===== src/rtl/pixel_gen_rtc.sv =====
// pixel_gen_rtc: draws the "HH:MM:SS" string as x4-scaled 8x16 glyphs.
// The path from pixel_X/pixel_Y to rgb is two registers deep, and the syncs
// are delayed by the same two stages. Digits come from shadow copies of the
// time inputs that are reloaded once per frame. The edited field blinks.
module pixel_gen_rtc #(
  parameter int          X0           = 192,
  parameter int          Y0           = 208,
  parameter logic [11:0] FG           = 12'hFFF,
  parameter logic [11:0] EDIT_FG      = 12'hF80,
  parameter int          BLINK_FRAMES = 30
) (
  input  logic        CLK,
  input  logic        RESET,
  input  logic [9:0]  pixel_X,
  input  logic [9:0]  pixel_Y,
  input  logic        hsync_in,
  input  logic        vsync_in,
  input  logic [7:0]  hora,
  input  logic [7:0]  min,
  input  logic [7:0]  seg,
  input  logic        edit_mode,
  input  logic [1:0]  campo_sel,
  output logic [11:0] rgb,
  output logic        hsync_out,
  output logic        vsync_out
);

  localparam int            CW         = (BLINK_FRAMES > 1) ? $clog2(BLINK_FRAMES) : 1;
  localparam logic [CW-1:0] BLINK_LAST = CW'(BLINK_FRAMES - 1);
  localparam logic [10:0]   X0_L       = 11'(X0);
  localparam logic [10:0]   X1_L       = 11'(X0 + 256);
  localparam logic [10:0]   Y0_L       = 11'(Y0);
  localparam logic [10:0]   Y1_L       = 11'(Y0 + 64);
  localparam logic [3:0]    G_COLON    = 4'd10;
  localparam logic [3:0]    G_BLANK    = 4'd15;
  localparam logic [1:0]    F_NONE     = 2'd3;

  // Font ROM: one 128-bit word per glyph, row 0 in the top byte.
  // Any code outside 0..10 reads as a blank glyph.
  function automatic logic [7:0] font_row_bits(input logic [3:0] code, input logic [3:0] row);
    logic [127:0] g;
    case (code)
      4'd0:    g = 128'h00007CC6_C6CEDEF6_E6C6C67C_00000000;
      4'd1:    g = 128'h00001838_78181818_1818187E_00000000;
      4'd2:    g = 128'h00007CC6_060C1830_60C0C6FE_00000000;
      4'd3:    g = 128'h00007CC6_06063C06_0606C67C_00000000;
      4'd4:    g = 128'h00000C1C_3C6CCCFE_0C0C0C1E_00000000;
      4'd5:    g = 128'h0000FEC0_C0C0FC06_0606C67C_00000000;
      4'd6:    g = 128'h00003860_C0C0FCC6_C6C6C67C_00000000;
      4'd7:    g = 128'h0000FEC6_06060C18_30303030_00000000;
      4'd8:    g = 128'h00007CC6_C6C67CC6_C6C6C67C_00000000;
      4'd9:    g = 128'h00007CC6_C6C67E06_06060C78_00000000;
      4'd10:   g = 128'h00000000_18180000_00001818_00000000;
      default: g = '0;
    endcase
    return g[{4'd15 - row, 3'b000} +: 8];
  endfunction

  // shadow time, frame edge detector, blink state
  logic [7:0]    sh_hora_q, sh_hora_d, sh_min_q, sh_min_d, sh_seg_q, sh_seg_d;
  logic          fp_prev_q, fp_prev_d, fp_cond, frame_pulse;
  logic [CW-1:0] blink_cnt_q, blink_cnt_d;
  logic          blink_on_q, blink_on_d;
  // stage 1
  logic          vis_q, vis_d, box_q, box_d;
  logic [3:0]    glyph_q, glyph_d, row_q, row_d;
  logic [2:0]    col_q, col_d;
  logic [1:0]    field_q, field_d, edit_sel_q, edit_sel_d;
  logic [10:0]   px, py, dx, dy;
  logic [2:0]    chr;
  logic [3:0]    nib;
  logic          is_colon;
  // stage 2 and sync delay
  logic [11:0]   rgb_q, rgb_d;
  logic [7:0]    rom_bits;
  logic          pix_on, edited;
  logic [1:0]    hs_pipe_q, hs_pipe_d, vs_pipe_q, vs_pipe_d;

  // Once per frame: reload the shadow time and advance the blink phase.
  always_comb begin
    fp_cond     = (pixel_Y == 10'd480) && (pixel_X == 10'd0);
    frame_pulse = fp_cond && !fp_prev_q;
    fp_prev_d   = fp_cond;
    sh_hora_d   = sh_hora_q;
    sh_min_d    = sh_min_q;
    sh_seg_d    = sh_seg_q;
    blink_cnt_d = blink_cnt_q;
    blink_on_d  = blink_on_q;
    if (frame_pulse) begin
      sh_hora_d = hora;
      sh_min_d  = min;
      sh_seg_d  = seg;
      if (blink_cnt_q == BLINK_LAST) begin
        blink_cnt_d = '0;
        blink_on_d  = !blink_on_q;
      end else begin
        blink_cnt_d = blink_cnt_q + 1'b1;
      end
    end
  end

  // Stage 1: classify the pixel and find its glyph, font cell and field.
  always_comb begin
    px       = {1'b0, pixel_X};
    py       = {1'b0, pixel_Y};
    dx       = px - X0_L;
    dy       = py - Y0_L;
    vis_d    = (pixel_X < 10'd640) && (pixel_Y < 10'd480);
    box_d    = (px >= X0_L) && (px < X1_L) && (py >= Y0_L) && (py < Y1_L);
    chr      = 3'(dx >> 5);
    col_d    = 3'(dx >> 2);
    row_d    = 4'(dy >> 2);
    nib      = 4'd0;
    is_colon = 1'b0;
    field_d  = F_NONE;
    case (chr)
      3'd0:    begin nib = sh_hora_q[7:4]; field_d = 2'd0; end
      3'd1:    begin nib = sh_hora_q[3:0]; field_d = 2'd0; end
      3'd3:    begin nib = sh_min_q[7:4];  field_d = 2'd1; end
      3'd4:    begin nib = sh_min_q[3:0];  field_d = 2'd1; end
      3'd6:    begin nib = sh_seg_q[7:4];  field_d = 2'd2; end
      3'd7:    begin nib = sh_seg_q[3:0];  field_d = 2'd2; end
      default: is_colon = 1'b1;
    endcase
    if (is_colon)         glyph_d = G_COLON;
    else if (nib > 4'd9)  glyph_d = G_BLANK;
    else                  glyph_d = nib;
    // campo_sel==3 selects nothing, so it behaves like edit_mode=0
    edit_sel_d = edit_mode ? campo_sel : F_NONE;
    hs_pipe_d  = {hs_pipe_q[0], hsync_in};
    vs_pipe_d  = {vs_pipe_q[0], vsync_in};
  end

  // Stage 2: font lookup, bit select and colour choice.
  always_comb begin
    rom_bits = font_row_bits(glyph_q, row_q);
    pix_on   = rom_bits[3'd7 - col_q];
    edited   = (field_q != F_NONE) && (field_q == edit_sel_q);
    rgb_d    = 12'h000;
    if (vis_q && box_q && pix_on) begin
      if (!edited)         rgb_d = FG;
      else if (blink_on_q) rgb_d = EDIT_FG;
    end
  end

  // All state; reset drops the pipeline and restores the power-up display.
  always_ff @(posedge CLK) begin
    if (RESET) begin
      sh_hora_q   <= 8'h00;
      sh_min_q    <= 8'h00;
      sh_seg_q    <= 8'h00;
      fp_prev_q   <= 1'b0;
      blink_cnt_q <= '0;
      blink_on_q  <= 1'b1;
      vis_q       <= 1'b0;
      box_q       <= 1'b0;
      glyph_q     <= 4'd0;
      row_q       <= 4'd0;
      col_q       <= 3'd0;
      field_q     <= F_NONE;
      edit_sel_q  <= F_NONE;
      rgb_q       <= 12'h000;
      hs_pipe_q   <= 2'b11;
      vs_pipe_q   <= 2'b11;
    end else begin
      sh_hora_q   <= sh_hora_d;
      sh_min_q    <= sh_min_d;
      sh_seg_q    <= sh_seg_d;
      fp_prev_q   <= fp_prev_d;
      blink_cnt_q <= blink_cnt_d;
      blink_on_q  <= blink_on_d;
      vis_q       <= vis_d;
      box_q       <= box_d;
      glyph_q     <= glyph_d;
      row_q       <= row_d;
      col_q       <= col_d;
      field_q     <= field_d;
      edit_sel_q  <= edit_sel_d;
      rgb_q       <= rgb_d;
      hs_pipe_q   <= hs_pipe_d;
      vs_pipe_q   <= vs_pipe_d;
    end
  end

  assign rgb       = rgb_q;
  assign hsync_out = hs_pipe_q[1];
  assign vsync_out = vs_pipe_q[1];

endmodule


===== config.mk =====
export PLATFORM = sky130hd
export DESIGN_NAME = pixel_gen_rtc
export DESIGN_NICKNAME = d
export VERILOG_FILES = /design/src/rtl/pixel_gen_rtc.sv
export SDC_FILE = /design/constraint.sdc
export NUM_CORES = 1
export LEC_CHECK = 0
export ABC_AREA = 1
export BUFFER_PORTS_ARGS = -buffer_cell sky130_fd_sc_hd__buf_2
export CAP_MARGIN = 20
export CORE_ASPECT_RATIO = 0.8
export CORE_MARGIN = 2
export CORE_UTILIZATION = 55
export DETAILED_ROUTE_END_ITERATION = 12
export PLACE_DENSITY = 0.87
export RECOVER_POWER = 50
export SLEW_MARGIN = 20
export SYNTH_ARGS = -nofsm -noshare
export SYNTH_HDL_FRONTEND = slang
export SYNTH_SLANG_ARGS = --single-unit
export TNS_END_PERCENT = 1

===== constraint.sdc =====
create_clock -name CLK -period 2.2 [get_ports CLK]
set_clock_uncertainty 0.05 [all_clocks]
set_input_delay 0.11 -clock CLK [delete_from_list [all_inputs] [get_ports CLK]]
set_output_delay 0.11 -clock CLK [all_outputs]
set_load 0.1 [all_outputs]

# Word level (Yosys, flattened, before mapping)
# Memories as Yosys holds them, arrays and structs flattened.
# Cells that the tools add are included.
# word_totals
mem_count,1
ff_bits,64
in_bits,51
latch_bits,0
out_inout_bits,14
ramBits,0
rom_bits,1120
# classes
bitwise_logic,3
n_div,0
shift,1
eq_ne,9
reduce_logical,21
mul,0
n_lt_le_gt_ge,8
mux,9
addsub,5
# memory_table
memory,depth,word_bits,read_ports,rd_ports_with_merged_regs,write_ports,line,source
(no name shown),16,70,1,0,0,42,case (code)
# ops
op,count
128-bit by 8-bit indexed part select with 8-bit output,1
"10-bit by 9-bit less-than comparator with 1-bit output, second input constant",3
12-bit two-way mux,2
4-bit one-hot mux with 6 select lines,1
"10-bit by 8-bit >= comparator with 1-bit output, second input constant",2
2-bit OR reduction,6
"10-bit by 9-bit equality test with 1-bit output, second input constant",1
10-bit zero test,1
"10-bit less-than comparator, second input constant",1
"3-bit equality test, second input constant",3
1-bit logical AND,9
4-bit two-way mux,2
"8-bit subtractor, second input constant",1
2-bit one-hot mux with 3 select lines,1
6-bit OR reduction,1
"6-bit by 5-bit subtractor with 6-bit output, second input constant",1
"5-bit by 1-bit adder with 5-bit output, second input constant",1
"5-bit equality test, second input constant",1
5-bit two-way mux,1
"4-bit > comparator, second input constant",1
"3-bit by 4-bit less-than comparator with 1-bit output, second input constant",1
"4-bit subtractor, first input constant",1
1-bit binary-select mux with 3-bit select,1
"3-bit by 1-bit equality test with 1-bit output, second input constant",1
9 further kinds,12

# Logic depth before layout (Yosys ltp)
# logic_depth
word_depth,7
mapped_depth,17
mapped_depth_nobuf,16

# Worst setup path before layout
# OpenSTA, ideal clock, no wires.
# synth_timing
path_kind,register to register
from,register glyph_q[0]
to,"register rgb_q[10], in the netlist rgb[10]"
period_less_slack_ps,1921
setup_ps,113
path_stages_with_launch,15
slack_ps,279
t_arrival_ps,1759
path_cell_list,dfxtp_1 -> inv_1 -> ha_1 -> nand2_1 -> nand2_1 -> o21ai_0 -> nand2_1 -> nand3_1 -> nand3_1 -> nand3_1 -> nand2_1 -> nand2_1 -> nand2_1 -> nand3_1 -> nor2_1
# synth_between
elab_chain_len,7
# synth_rtl
item,line,source
from (decl),66,"logic [3:0] glyph_q, glyph_d, row_q, row_d;"
from (signal assigned),174,glyph_q <= glyph_d;
memory read 16 x 70 bit,-,
128-bit by 8-bit indexed part select with 8-bit output,56,"return g[{4'd15 - row, 3'b000} +: 8];"
1-bit binary-select mux with 3-bit select,137,pix_on = rom_bits[3'd7 - col_q];
1-bit two-way mux (implied by the code),137,
1-bit logical AND,140,if (vis_q && box_q && pix_on) begin
1-bit NOT (no line),-,
2-bit OR reduction (no line),-,
to (signal assigned),179,rgb_q <= rgb_d;
to (decl),74,"logic [11:0] rgb_q, rgb_d;"
# Every way passes these cells. The select of a mux whose other input is x is not followed.
# A chain may end at the register's enable or synchronous reset.

# Final worst setup path
# layout_timing
from,input pixel_Y[4]
to,register blink_cnt_q[4]
# layout_between
elab_chain_len,3
# layout_rtl
item,line,source
from (decl),15,"input logic [9:0] pixel_Y,"
10-bit by 9-bit equality test with 1-bit output,81,fp_cond = (pixel_Y == 10'd480) && (pixel_X == 10'd0);
1-bit logical AND,81,
1-bit logical AND,82,frame_pulse = fp_cond && !fp_prev_q;
to (signal assigned),170,blink_cnt_q <= blink_cnt_d;
to (decl),62,"logic [CW-1:0] blink_cnt_q, blink_cnt_d;"
# Every way passes these cells.

==> results.sh <==
export IMPL_r2r_start="glyph_q[2]"
export IMPL_whs_path_depth=4
export IMPL_dieArea_sq_mm=0.007064
export IMPL_clk_path_buf_depth=2
export IMPL_postRouteAntennaNets=0
export IMPL_finalHoldViolCount=0
export IMPL_grt_pass1_wl_um=15570
export IMPL_num_vias=3873
export IMPL_vias_per_cell=5.517
export IMPL_grt_overflow=0
export IMPL_antenna_found_initial=0
export IMPL_hold_path_end="edit_sel_q[0]"
export IMPL_cts_tree="yes"
export IMPL_placed_cell_area_sq_mm=0.003826
export IMPL_final_cell_mix="nand2_1, inv_1, nor2_1"
export IMPL_die_w_um=93.47
export IMPL_final_common_cell="nand2_1"
export IMPL_cap_violations=0
export IMPL_peakVddDrop_mv=0.3390
export IMPL_worstMarginPinSlew_ns=1.209
export IMPL_rows=26
export IMPL_min_path_type="input port to register"
export IMPL_grt_pass1_vias=3386
export IMPL_initial_core_util=0.5610
export IMPL_synthCells=551
export IMPL_cts_max_level=2
export IMPL_crit_path_top_delay_cell="dlygate4sd3_1"
export IMPL_cts_root_buffer="clkbuf_8"
export IMPL_finalCritPeriodShare=0.9383
export IMPL_total_power_w=0.002116
export IMPL_io_buffers=64
export IMPL_firstDrtPassIters=6
export IMPL_yosys_top_cells_area="dfxtp_1, nand2_1, nand3_1"
export IMPL_yosys_cell_types_count=41
export IMPL_end_kind="register"
export IMPL_critPathMaxStageDelay_ns=0.55
export IMPL_clock_sinks=54
export IMPL_cpMostUsedCell="nor2_1"
export IMPL_antenna_cells=0
export IMPL_cts_setup_buffers=0
export IMPL_status="finished, final reports clean"
export IMPL_drv_slew=0
export IMPL_r2r_end="rgb[10]"
export IMPL_die_h_um=75.58
export IMPL_clkLatencyLatePin_ns=0.31
export IMPL_stdcell_area_sq_mm=0.004094
export IMPL_fin_nets=684
export IMPL_startpoint_type="input port"
export IMPL_worst_ep_required_time_ns=2.36
export IMPL_syn_cell_area_sq_mm=0.003522
export IMPL_synth_ff_type="dfxtp_1"
export IMPL_setup_violations=0
export IMPL_ys_ff_latch=54
export IMPL_routedWlPerCell_um=14.03
export IMPL_reg2reg_depth=14
export IMPL_gp_congestion=1.004
export IMPL_slew_headroom=0.1972
export IMPL_drcViolationCount=0
export IMPL_syn_to_final_growth_pct=16.23
export IMPL_pwr_density_cell_mw_per_mm2=517.0
export IMPL_grt_usage=0.2775
export IMPL_path_max_fanout=4
export IMPL_crit_chain="dlygate4sd3_1 -> clkbuf_1 -> inv_1 -> ha_1 -> nand4_1 -> nor2_1 -> nand2_1 -> nor2_1 -> inv_1 -> or2_1 -> nand2_1 -> nor2_1"
export IMPL_numCtsBuffers=5
export IMPL_max_freq_ghz=0.4845
export IMPL_cts_clk_slew_worst_paths_ns=0.11
export IMPL_netlist_area_leader_share=0.3069
export IMPL_ys_async_sr_fraction=0
export IMPL_crit_type="input port to register"
export IMPL_critPathArrivalTime_ns=2.23
export IMPL_synth_area_leader_cell="dfxtp_1"
export IMPL_min_from="edit_mode"
export IMPL_grt_max_degree=46
export IMPL_wl_um=9847
export IMPL_core_sq_mm=0.006279
export IMPL_p_leak_nw=1.916
export IMPL_yosys_warnings=0
export IMPL_yosysSeqAreaShare=0.3069
export IMPL_post_route_min_period_ns=2.064
export IMPL_drive_above_1_share=0.1392
export IMPL_syn_nets=618
export IMPL_syn_avg_cell_area_sq_um=6.392
export IMPL_synth_edf_count=0
export IMPL_initialDrtViolationCount=482
export IMPL_dp_hpwl_um=7220
export IMPL_ios=65
export IMPL_r2r_slack_ns=0.21
## per-stage QoR
| step | hold WS (ns) | setup WS [ns] | utilization | TNS [ns] | instances |
|---|---|---|---|---|---|
| after floorplan | 0.1324 | 0.2787 | - | 0 | 551 |
| final | 0.009318 | 0.1358 | 0.6521 | 0 | 702 |
| after global routing | 0.008955 | -0.0003559 | 0.6521 | -0.0003559 | 702 |
| after CTS | 0.005409 | 0.04173 | 0.6527 | 0 | 702 |
| after global placement | 0.2431 | 0.1547 | 0.6094 | 0 | 679 |
| after detailed placement | 0.2450 | 0.07256 | 0.6094 | 0 | 679 |
## where the power goes
| group | switching, W | leakage, nW | total, W | internal (W) |
|---|---|---|---|---|
| Combinational | 0.000233 | 1.41 | 0.000380 | 0.000147 |
| Sequential | 0.0000188 | 0.440 | 0.00101 | 0.000995 |
| Clock | 0.000347 | 0.0618 | 0.000722 | 0.000375 |
| Total | 0.000599 | 1.92 | 0.00212 | 0.00152 |
## cells in the mapped netlist (2+ instances only)
master	count
a21oi_1	38
a31oi_1	4
buf_2	7
buf_4	12
buf_6	4
clkbuf_1	7
dfxtp_1	54
ha_1	16
inv_1	73
inv_2	4
nand2_1	126
nand2_2	3
nand3_1	55
nand4_1	5
nor2_1	57
nor3_1	3
nor3_2	3
o211ai_1	3
o21ai_0	42
o22ai_1	9
o31ai_1	2
or2_2	4
xnor2_1	2
## state kept, by name, summed over array words and instances, names as in the netlist
name,cells
sh_hora_q,8
glyph_q,4
vis_q,1
sh_min_q,8
blink_cnt_q,5
edit_sel_q,2
blink_on_q,1
row_q,4
vs_pipe_q,2
hs_pipe_q,2
box_q,1
field_q,2
rgb,2
fp_prev_q,1
sh_seg_q,8
col_q,3
## worst max-delay path, delay by kind of cell
family,cells,cell delay [ns]
adders and majority gates,1,0.16
buffers and inverters,4,0.90
and+or+nand+nor,7,1.05
## metal layers
layer  global-route usage  part of all wire  up-vias
met3              0.03660             0.072       30
li1                     -                 -     1892
met1               0.3644              0.43     1757
met4              0.08333             0.026        0
met5                    0                 0        -
met2               0.4852              0.47      194
## final cells by class
| cell class | instances | area, sq um |
|---|---|---|
| Inverter | 79 | 301.5 |
| Multi-Input combinational cell | 388 | 1951 |
| Clock buffer | 6 | 82.58 |
| Tap cell | 84 | 105.1 |
| Sequential cell | 54 | 1085 |
| Fill cell | 562 | 2185 |
| Timing Repair Buffer | 89 | 530.5 |
| Clock inverter | 2 | 38.79 |
## kinds of logic after synthesis
kind of cell	count (synthesis)	share of synthesized area
AO/OA/AOI/OAI	102	0.1559
adder cells (fa/ha/maj)	16	0.05684
XOR/XNOR	3	0.007461
AND/OR/NAND/NOR	267	0.3314
buffers and inverters	109	0.1414
flip-flops	54	0.3069
## worst max path at each step
stage / depth (start not counted) / startpoint / slack (ns) / to
2_1_floorplan: 14 / glyph_q[0] / 0.28 / rgb[10]
3_3_place_gp: 14 / glyph_q[0] / 0.15 / rgb[10]
3_5_place_dp: 14 / glyph_q[0] / 0.07 / rgb[10]
4_1_cts: 14 / glyph_q[0] / 0.04 / rgb[10]
5_1_grt: 14 / glyph_q[2] / -0.0004 / rgb[10]
6_report: 12 / pixel_Y[4] / 0.14 / blink_cnt_q[4]
## what timing repair did
action | 4_1_cts | 5_1_grt
endpoints found under the setup margin | 0 | 3
hold buffers | 15 | 0
resized for setup | 0 | 5
endpoints found under the hold margin | 14 | 0
(Power assumes the default switching activity.)
